==> src/rtl/cpu6_decode_q.sv <==
// cpu6_decode_q: registered, queued RV32I main-decode stage between IF and EX.
//
// Decodes each instruction presented by IF, stores the decoded control bundle
// with its PC in a small FIFO, and presents the head entry to EX. Both sides
// use valid/ready. A flush empties the queue and drops any same-cycle input.
//
// Ports:
//   clk, resetn          clock, synchronous active-low reset
//   flush                discard queue contents and same-cycle input/pop
//   in_valid/in_ready    IF handshake; in_instr, in_pc carry the instruction
//   out_valid/out_ready  EX handshake; out_* carry the head decoded bundle
//   illegal_cnt          saturating count of accepted illegal instructions
module cpu6_decode_q #(
   parameter int DEPTH          = 2,
   parameter int PCW            = 32,
   parameter int ILLEGAL_AS_NOP = 0,
   parameter int CNTW           = 16
) (
   input  logic            clk,
   input  logic            resetn,
   input  logic            flush,
   input  logic            in_valid,
   output logic            in_ready,
   input  logic [31:0]     in_instr,
   input  logic [PCW-1:0]  in_pc,
   output logic            out_valid,
   input  logic            out_ready,
   output logic [PCW-1:0]  out_pc,
   output logic [4:0]      out_rd,
   output logic [4:0]      out_rs1,
   output logic [4:0]      out_rs2,
   output logic            out_memtoreg,
   output logic            out_memwrite,
   output logic            out_alusrc,
   output logic            out_regwrite,
   output logic [2:0]      out_branchtype,
   output logic [1:0]      out_jump,
   output logic [3:0]      out_aluop,
   output logic [2:0]      out_immtype,
   output logic            out_illegal,
   output logic [CNTW-1:0] illegal_cnt
);

   localparam int PW = (DEPTH > 1) ? $clog2(DEPTH) : 1;
   localparam int CW = $clog2(DEPTH + 1);

   localparam logic [6:0] OPC_LOAD   = 7'b0000011;
   localparam logic [6:0] OPC_STORE  = 7'b0100011;
   localparam logic [6:0] OPC_IMM    = 7'b0010011;
   localparam logic [6:0] OPC_OP     = 7'b0110011;
   localparam logic [6:0] OPC_BRANCH = 7'b1100011;
   localparam logic [6:0] OPC_JAL    = 7'b1101111;
   localparam logic [6:0] OPC_JALR   = 7'b1100111;
   localparam logic [6:0] OPC_LUI    = 7'b0110111;
   localparam logic [6:0] OPC_AUIPC  = 7'b0010111;

   localparam logic [6:0] F7_BASE = 7'b0000000;
   localparam logic [6:0] F7_ALT  = 7'b0100000;

   localparam logic [2:0] BT_NONE  = 3'b010;
   localparam logic [2:0] IMM_I    = 3'b000;
   localparam logic [2:0] IMM_S    = 3'b001;
   localparam logic [2:0] IMM_B    = 3'b010;
   localparam logic [2:0] IMM_U    = 3'b011;
   localparam logic [2:0] IMM_J    = 3'b100;
   localparam logic [2:0] IMM_NONE = 3'b111;
   localparam logic [3:0] ALU_SUB  = 4'b1000;
   localparam logic [3:0] ALU_PASS = 4'b1111;

   typedef struct packed {
      logic [PCW-1:0] pc;
      logic [4:0]     rd;
      logic [4:0]     rs1;
      logic [4:0]     rs2;
      logic           memtoreg;
      logic           memwrite;
      logic           alusrc;
      logic           regwrite;
      logic [2:0]     branchtype;
      logic [1:0]     jump;
      logic [3:0]     aluop;
      logic [2:0]     immtype;
      logic           illegal;
   } entry_t;

   entry_t        mem [DEPTH];
   entry_t        dec;
   entry_t        head;
   logic [PW-1:0] wr_ptr, rd_ptr;
   logic [CW-1:0] count;
   logic          legal;
   logic          accept, pop;

   wire [6:0] opcode = in_instr[6:0];
   wire [2:0] funct3 = in_instr[14:12];
   wire [6:0] funct7 = in_instr[31:25];

   function automatic logic [PW-1:0] ptr_next(input logic [PW-1:0] p);
      return (p == PW'(DEPTH - 1)) ? '0 : p + PW'(1);
   endfunction

   // Ready depends only on registered count, so EX stalls never reach IF
   // combinationally. Held low while reset is asserted.
   assign in_ready  = resetn & (count < CW'(DEPTH));
   assign out_valid = (count != '0);
   assign accept    = in_valid & in_ready & ~flush;
   assign pop       = out_valid & out_ready & ~flush;

   always_comb begin
      dec            = '0;
      dec.pc         = in_pc;
      dec.rd         = in_instr[11:7];
      dec.rs1        = in_instr[19:15];
      dec.rs2        = in_instr[24:20];
      dec.branchtype = BT_NONE;
      dec.immtype    = IMM_NONE;
      legal          = 1'b1;
      case (opcode)
         OPC_LOAD: begin
            // lb lh lw lbu lhu only
            legal        = (funct3 != 3'b011) && (funct3[2:1] != 2'b11);
            dec.memtoreg = 1'b1;
            dec.regwrite = 1'b1;
            dec.alusrc   = 1'b1;
            dec.immtype  = IMM_I;
         end
         OPC_STORE: begin
            legal        = (funct3[2] == 1'b0) && (funct3[1:0] != 2'b11);
            dec.memwrite = 1'b1;
            dec.alusrc   = 1'b1;
            dec.immtype  = IMM_S;
         end
         OPC_IMM: begin
            dec.regwrite = 1'b1;
            dec.alusrc   = 1'b1;
            dec.immtype  = IMM_I;
            dec.aluop    = {1'b0, funct3};
            // Shift-immediates reuse funct7 as a shift-type selector.
            if (funct3 == 3'b001) begin
               legal = (funct7 == F7_BASE);
            end else if (funct3 == 3'b101) begin
               legal        = (funct7 == F7_BASE) || (funct7 == F7_ALT);
               dec.aluop[3] = funct7[5];
            end
         end
         OPC_OP: begin
            dec.regwrite = 1'b1;
            dec.aluop    = {funct7[5], funct3};
            legal        = (funct7 == F7_BASE) ||
                           ((funct7 == F7_ALT) && ((funct3 == 3'b000) || (funct3 == 3'b101)));
         end
         OPC_BRANCH: begin
            legal          = (funct3[2:1] != 2'b01);
            dec.branchtype = funct3;
            dec.aluop      = ALU_SUB;
            dec.immtype    = IMM_B;
         end
         OPC_JAL: begin
            dec.regwrite = 1'b1;
            dec.jump     = 2'b01;
            dec.immtype  = IMM_J;
         end
         OPC_JALR: begin
            legal        = (funct3 == 3'b000);
            dec.regwrite = 1'b1;
            dec.jump     = 2'b10;
            dec.alusrc   = 1'b1;
            dec.immtype  = IMM_I;
         end
         OPC_LUI: begin
            dec.regwrite = 1'b1;
            dec.alusrc   = 1'b1;
            dec.aluop    = ALU_PASS;
            dec.immtype  = IMM_U;
         end
         OPC_AUIPC: begin
            dec.regwrite = 1'b1;
            dec.alusrc   = 1'b1;
            dec.immtype  = IMM_U;
         end
         default: legal = 1'b0;
      endcase

      // Illegal entries never write, branch or jump. With ILLEGAL_AS_NOP=0
      // the whole bundle collapses to the canonical bubble; with 1 the
      // non-side-effecting fields are kept for debug visibility.
      if (!legal) begin
         dec.illegal    = 1'b1;
         dec.memtoreg   = 1'b0;
         dec.memwrite   = 1'b0;
         dec.regwrite   = 1'b0;
         dec.branchtype = BT_NONE;
         dec.jump       = 2'b00;
         if (ILLEGAL_AS_NOP == 0) begin
            dec.rd      = '0;
            dec.rs1     = '0;
            dec.rs2     = '0;
            dec.alusrc  = 1'b0;
            dec.aluop   = '0;
            dec.immtype = IMM_NONE;
         end
      end
   end

   always_ff @(posedge clk) begin
      if (accept) mem[wr_ptr] <= dec;
   end

   always_ff @(posedge clk) begin
      if (!resetn) begin
         wr_ptr      <= '0;
         rd_ptr      <= '0;
         count       <= '0;
         illegal_cnt <= '0;
      end else if (flush) begin
         wr_ptr <= '0;
         rd_ptr <= '0;
         count  <= '0;
      end else begin
         if (accept) wr_ptr <= ptr_next(wr_ptr);
         if (pop)    rd_ptr <= ptr_next(rd_ptr);
         case ({accept, pop})
            2'b10:   count <= count + CW'(1);
            2'b01:   count <= count - CW'(1);
            default: count <= count;
         endcase
         if (accept && dec.illegal && (illegal_cnt != {CNTW{1'b1}}))
            illegal_cnt <= illegal_cnt + CNTW'(1);
      end
   end

   // An empty queue presents the bubble bundle rather than stale storage.
   always_comb begin
      head = mem[rd_ptr];
      if (!out_valid) begin
         head            = '0;
         head.branchtype = BT_NONE;
         head.immtype    = IMM_NONE;
      end
   end

   assign out_pc         = head.pc;
   assign out_rd         = head.rd;
   assign out_rs1        = head.rs1;
   assign out_rs2        = head.rs2;
   assign out_memtoreg   = head.memtoreg;
   assign out_memwrite   = head.memwrite;
   assign out_alusrc     = head.alusrc;
   assign out_regwrite   = head.regwrite;
   assign out_branchtype = head.branchtype;
   assign out_jump       = head.jump;
   assign out_aluop      = head.aluop;
   assign out_immtype    = head.immtype;
   assign out_illegal    = head.illegal;

endmodule

==> config.mk <==
export PLATFORM = sky130hd
export DESIGN_NAME = cpu6_decode_q
export DESIGN_NICKNAME = d
export VERILOG_FILES = /design/src/rtl/cpu6_decode_q.sv
export SDC_FILE = /design/constraint.sdc
export NUM_CORES = 1
export LEC_CHECK = 0
export ABC_AREA = 1
export BUFFER_PORTS_ARGS = -buffer_cell sky130_fd_sc_hd__buf_2
export CAP_MARGIN = 25
export CORE_UTILIZATION = 54
export CTS_CLUSTER_DIAMETER = 50
export DETAILED_ROUTE_END_ITERATION = 10
export PLACE_DENSITY = 0.8
export RECOVER_POWER = 25
export SLEW_MARGIN = 20
export SYNTH_ARGS = -nofsm -noshare
export SYNTH_HDL_FRONTEND = slang
export SYNTH_SLANG_ARGS = --single-unit
==> constraint.sdc <==
create_clock -name clk -period 4.6 [get_ports clk]
set_input_delay 0.23 -clock clk [delete_from_list [all_inputs] [get_ports clk]]
set_output_delay 0.23 -clock clk [all_outputs]
set_load 0.01 [all_outputs]
# [Word level (Yosys, flattened, before mapping)]
# Memory sizes are Yosys's and may differ from the RTL's. A register that Yosys moved wholly into a read port is not among the register bits.
# Cells that the tools add are included.
[op_classes] eq_ne=19 magnitude_cmp=1 reduce_logical=19 add_sub_neg=5 bitwise_logic=8 n_mux=22
[op_table] cell="64-bit 2-to-1 mux" n=1
[op_table] cell="32-bit 2-to-1 mux" n=1
[op_table] cell="7-bit by 6-bit equality test with 1-bit output (second input constant)" n=4
[op_table] cell="7-bit equality test (second input constant)" n=3
[op_table] cell="16-bit by 1-bit adder with 16-bit output (second input constant)" n=1
[op_table] cell="16-bit != test (second input constant)" n=1
[op_table] cell="4-bit one-hot mux with 4 select lines" n=1
[op_table] cell="3-bit one-hot mux with 5 select lines" n=1
[op_table] cell="7-bit by 5-bit equality test with 1-bit output (second input constant)" n=2
[op_table] cell="1-bit 2-to-1 mux" n=14
[op_table] cell="2-bit one-hot mux with 2 select lines" n=2
[op_table] cell="7-bit by 2-bit equality test with 1-bit output (second input constant)" n=1
[op_table] cell="7-bit zero test" n=1
[op_table] cell="1-bit one-hot mux with 7 select lines" n=1
[op_table] cell="7-bit OR reduction" n=1
[op_table] cell="3-bit OR reduction" n=2
[op_table] cell="6-bit OR reduction" n=1
[op_table] cell="1-bit bitwise AND" n=5
[op_table] cell="1-bit logical AND" n=5
[op_table] cell="2-bit != test (second input constant)" n=2
[op_table] cell="2-bit nonzero test" n=2
[op_table] cell="2-bit OR reduction" n=2
[op_table] cell="3-bit by 1-bit equality test with 1-bit output (second input constant)" n=1
[op_table] cell="3-bit equality test (second input constant)" n=1
[op_table] cell="13 further kinds" n=18
[word_totals] ff_bits=20 n_memories=1 in_bits=69 wordCells=79 output_inout_bits=82 mem_bits_rw=128
[memory_table] name="mem" words=2 width=64 rd=1 rd_clocked_by_memory_dff=1 write_ports=1 line_no="86" rtl="entry_t mem [DEPTH];"

# [Logic depth before layout (Yosys ltp)]
[logic_depth] depth_word=9 mapped_depth=12

# [Worst setup path before layout]
# OpenSTA, ideal clock, no wires.
[synth_timing] path_type="register to register" from="register count[1]" to="memory mem[1][0] (netlist bit), enable pin" stages_incl_launch_ff=4 t_arrival_ps=3278 period_less_slack_ps=3766 path_slack_ps=834 cell_sequence="dfxtp_1 > nor2_1 > nand2_2 > nor2_1"
[synth_between] elab_chain_cells=6
[synth_rtl] element="start, declared" line_no="90" rtl="logic [CW-1:0] count;"
[synth_rtl] element="start signal, assigned" line_no="223" rtl="2'b10: count <= count + CW'(1);"
[synth_rtl] element="start signal, assigned" line_no="224" rtl="2'b01: count <= count - CW'(1);"
[synth_rtl] element="start signal, assigned" line_no="225" rtl="default: count <= count;"
[synth_rtl] element="2-bit less-than comparator" line_no="104" rtl="assign in_ready = resetn & (count < CW'(DEPTH));"
[synth_rtl] element="1-bit bitwise AND" line_no="104"
[synth_rtl] element="1-bit bitwise AND (2 in a row)" line_no="106" rtl="assign accept = in_valid & in_ready & ~flush;"
[synth_rtl] element="1-bit 2-to-1 mux" line_no="206" rtl="if (accept) mem[wr_ptr] <= dec;"
[synth_rtl] element="1-bit 2-to-1 mux (not written as such)" line_no="206"
[synth_rtl] element="end, declared" line_no="86"
# No other way between the ends.

# [Worst setup path after layout]
[layout_timing] from="register count[1]" to="memory mem[0][30] (netlist bit), enable pin"
# The elaborated chain is that of the path after synthesis.

==> run metrics <==
outcome=complete, no violations; total CTS buffers=17; Post-Route WL=14.69 mm; syn avg cell area=10.25 µm²; Max-slew headroom=39.32%; DR DRC count=0; RR Startpoint=count[1]$_SDFFE_PP0P_; max cap viols=0; initial DRC count=429; critical-path cell list=nor2_1 > nand2_2 > nor2_4 > buf_4; latest clock arrival within the worst-skew pair=0.42 ns; CTS Buffer Depth=2; slack of the worst reg-to-reg path=2.27 ns; first-pass GRT wire length=23.56 mm; via/cell ratio=5.264; RePlAce Congestion=0.9027; post-synthesis mux area share=0%; post-synthesis compound-gate area fraction=7.726%; CTS tree=done; ANT cells=0; Total GRT Usage=23.98%; Worst-path clk slew=0.06 ns; H-Tree Depth=4; final hold slack=0.01538 ns; WHS Path Cells=1; post-synthesis xor/xnor area fraction=1.595%; core box area=11660 µm²; Synth Area in Adders=0.3797%; Fill cells=845; Worst Reg-to-Reg Cells=4; Final #Nets=878; RSZ-0062 raised after global routing=no; worst stage delay on the critical path=0.68 ns; # clock sinks=149; Startpoint Class=flip-flop; Levels on crit path=4; share of cells above drive strength 1=23.05%; minimum clock period=2.332 ns; Synth Instances=643; Final Max Slew Viols=0; Hold Path Origin=in_pc[18]; Area Overhead vs Synth=23.22%; sequential area share after synthesis=64.69%; WP data arrival=2.38 ns; Tot Pwr=0.002958 W; first-pass iteration count of the detailed router=5; Critical R2R Capture=mem[0][30]$_DFFE_PP_; drt wl/cell=15.25 µm; Max Clock Skew=0.01181 ns; worst vdd ir=197.9 µV; Post-CTS Setup Inserts=0; DR vias=5069; Die Wd=112.5 µm; Hold WC Path Type=primary input to flip-flop; setup TNS=0 ns; Critical Path RT=4.65 ns; Yosys reg bits=149; Worst Setup Path Type=flip-flop to flip-flop; largest net degree at the start of global routing=65; Initial Utilization=56.52%; leakage=3.349 nW; DRT antenna net count=0; syn_nets=714; CP bufs+invs=1; CTS root buffer=clkbuf_16; chip height=112.5 µm; Finish-stage setup viols=0; main combinational cell family by area after synthesis=simple AND/OR/NAND/NOR gates; Yosys warning count=0; Power per Cell Area=364.3 nW/µm²; vias in the first global route=4894; crit path max fanout=36; dpl hpwl=9.290 mm; slowest stage cell, crit path=nor2_4; crit path capture type=flip-flop; die area=12650 µm²; site row count=39; input/output buffers=150; Max Clk Rate=428.8 MHz; initial antenna violation count=0; endpoints failing hold=0; Post-Synth Simple-Gate Area=20.54%; Tcrit/Tclk final=50.69%; Top Family by Delay on Critical Path=simple AND/OR/NAND/NOR gates; synth unique cells=33; global route total overflow=0; io pins=151; worst hold path endpoint=mem[1][50]$_DFFE_PP_; cell area after synthesis=6591 µm²; Slew @ Worst Pin=0.9102 ns
==> state kept, by name (all words and copies together) (netlist names), named ones only <==
signal / cells
wr_ptr: 1
illegal_cnt: 16
rd_ptr: 1
count: 2
mem: 128
==> cells by family after synthesis <==
logic type,Yosys count
XOR/XNOR,12
AO/OA/AOI/OAI,92
AND/OR/NAND/NOR,309
buffers and inverters,79
flip-flops,149
adder cells (fa/ha/maj),2
==> cell usage after synthesis, drive strengths merged <==
library cell | instances | area share [%]
nor4 | 2 | 0.19
clkbuf | 16 | 0.91
dfxtp | 21 | 6.4
o21ai | 4 | 0.30
and2 | 1 | 0.095
nor2 | 61 | 3.9
inv | 53 | 3.0
edfxtp | 128 | 58
nand3 | 21 | 1.9
xor2 | 10 | 1.3
a21oi | 88 | 7.4
ha | 2 | 0.38
buf | 10 | 1.1
nand4 | 17 | 1.6
xnor2 | 2 | 0.27
and3 | 1 | 0.095
nand2 | 196 | 12
nor3 | 10 | 1.0
==> repair_timing <==
item / CTS / global route
setup endpoints to repair: 0 / 0
hold buffers: 17 / 0
endpoints found under the hold margin: 34 / 0
gates resized for setup: 0 / 0
==> layout by cell type, fill, tap and decap left out, types with 17 or more instances in the layout <==
cell type      count
nand2_1          181
edfxtp_1         128
buf_2            109
a21oi_1           77
nor2_1            54
inv_1             47
clkbuf_1          38
dfxtp_1           20
nand3_1           19
nand4_1           17
clkbuf_16         17
dlygate4sd3_1     17
==> worst register-to-register path, cell delays in order, from the launching register on <==
cell,delay [ns]
dfxtp_1,0.36
nor2_1,0.19
nand2_2,0.16
nor2_4,0.68
buf_4,0.58
==> routing by layer <==
metal / vias to the layer above / wire length (µm) / global-route usage (%)
li1: 2506 / - / -
met1: 2365 / 6355 / 31.64
met2: 185 / 7399 / 40.04
met3: 13 / 768 / 4.590
met4: 0 / 161 / 8.267
met5: - / 0 / 0
==> where the power goes <==
group | switching [W] | internal [W] | total (W)
Sequential | 0.00000801 | 0.00149 | 0.00149
Combinational | 0.0000893 | 0.0000539 | 0.000143
Clock | 0.000528 | 0.000793 | 0.00132
==> area by class of cell <==
cell class	instances	area (µm²)	share of cell area (%)
Timing Repair Buffer	171	903.4	11.12
Clock inverter	14	136.4	1.679
Tap cell	143	178.9	2.203
Inverter	53	200.2	2.465
Multi-Input combinational cell	415	2008	24.73
Clock buffer	18	429.2	5.284
Sequential cell	149	4265	52.52
==> how the worst max path moves through the flow <==
stage / from / endpoint / slack, ns
4_1_cts: count[1]$_SDFFE_PP0P_ / mem[0][30]$_DFFE_PP_ / 2.21
2_1_floorplan: count[1]$_SDFFE_PP0P_ / mem[1][0]$_DFFE_PP_ / 0.83
3_3_place_gp: resetn / mem[0][18]$_DFFE_PP_ / 2.18
6_report: count[1]$_SDFFE_PP0P_ / mem[0][30]$_DFFE_PP_ / 2.27
3_5_place_dp: resetn / mem[0][32]$_DFFE_PP_ / 2.09
5_1_grt: count[1]$_SDFFE_PP0P_ / mem[0][22]$_DFFE_PP_ / 2.10
==> metrics by stage <==
step | util, % | setup WS [ns] | cell area, µm² | cells
2_1_floorplan | - | 0.8341 | 6591 | 643
3_3_place_gp | 63.79 | 2.183 | 7440 | 914
3_5_place_dp | 63.79 | 2.088 | 7440 | 914
4_1_cts | 70.10 | 2.207 | 8175 | 963
5_1_grt | 69.64 | 2.104 | 8122 | 963
6_report | 69.64 | 2.268 | 8122 | 963
Note: power is estimated with default switching activity, not from simulation.
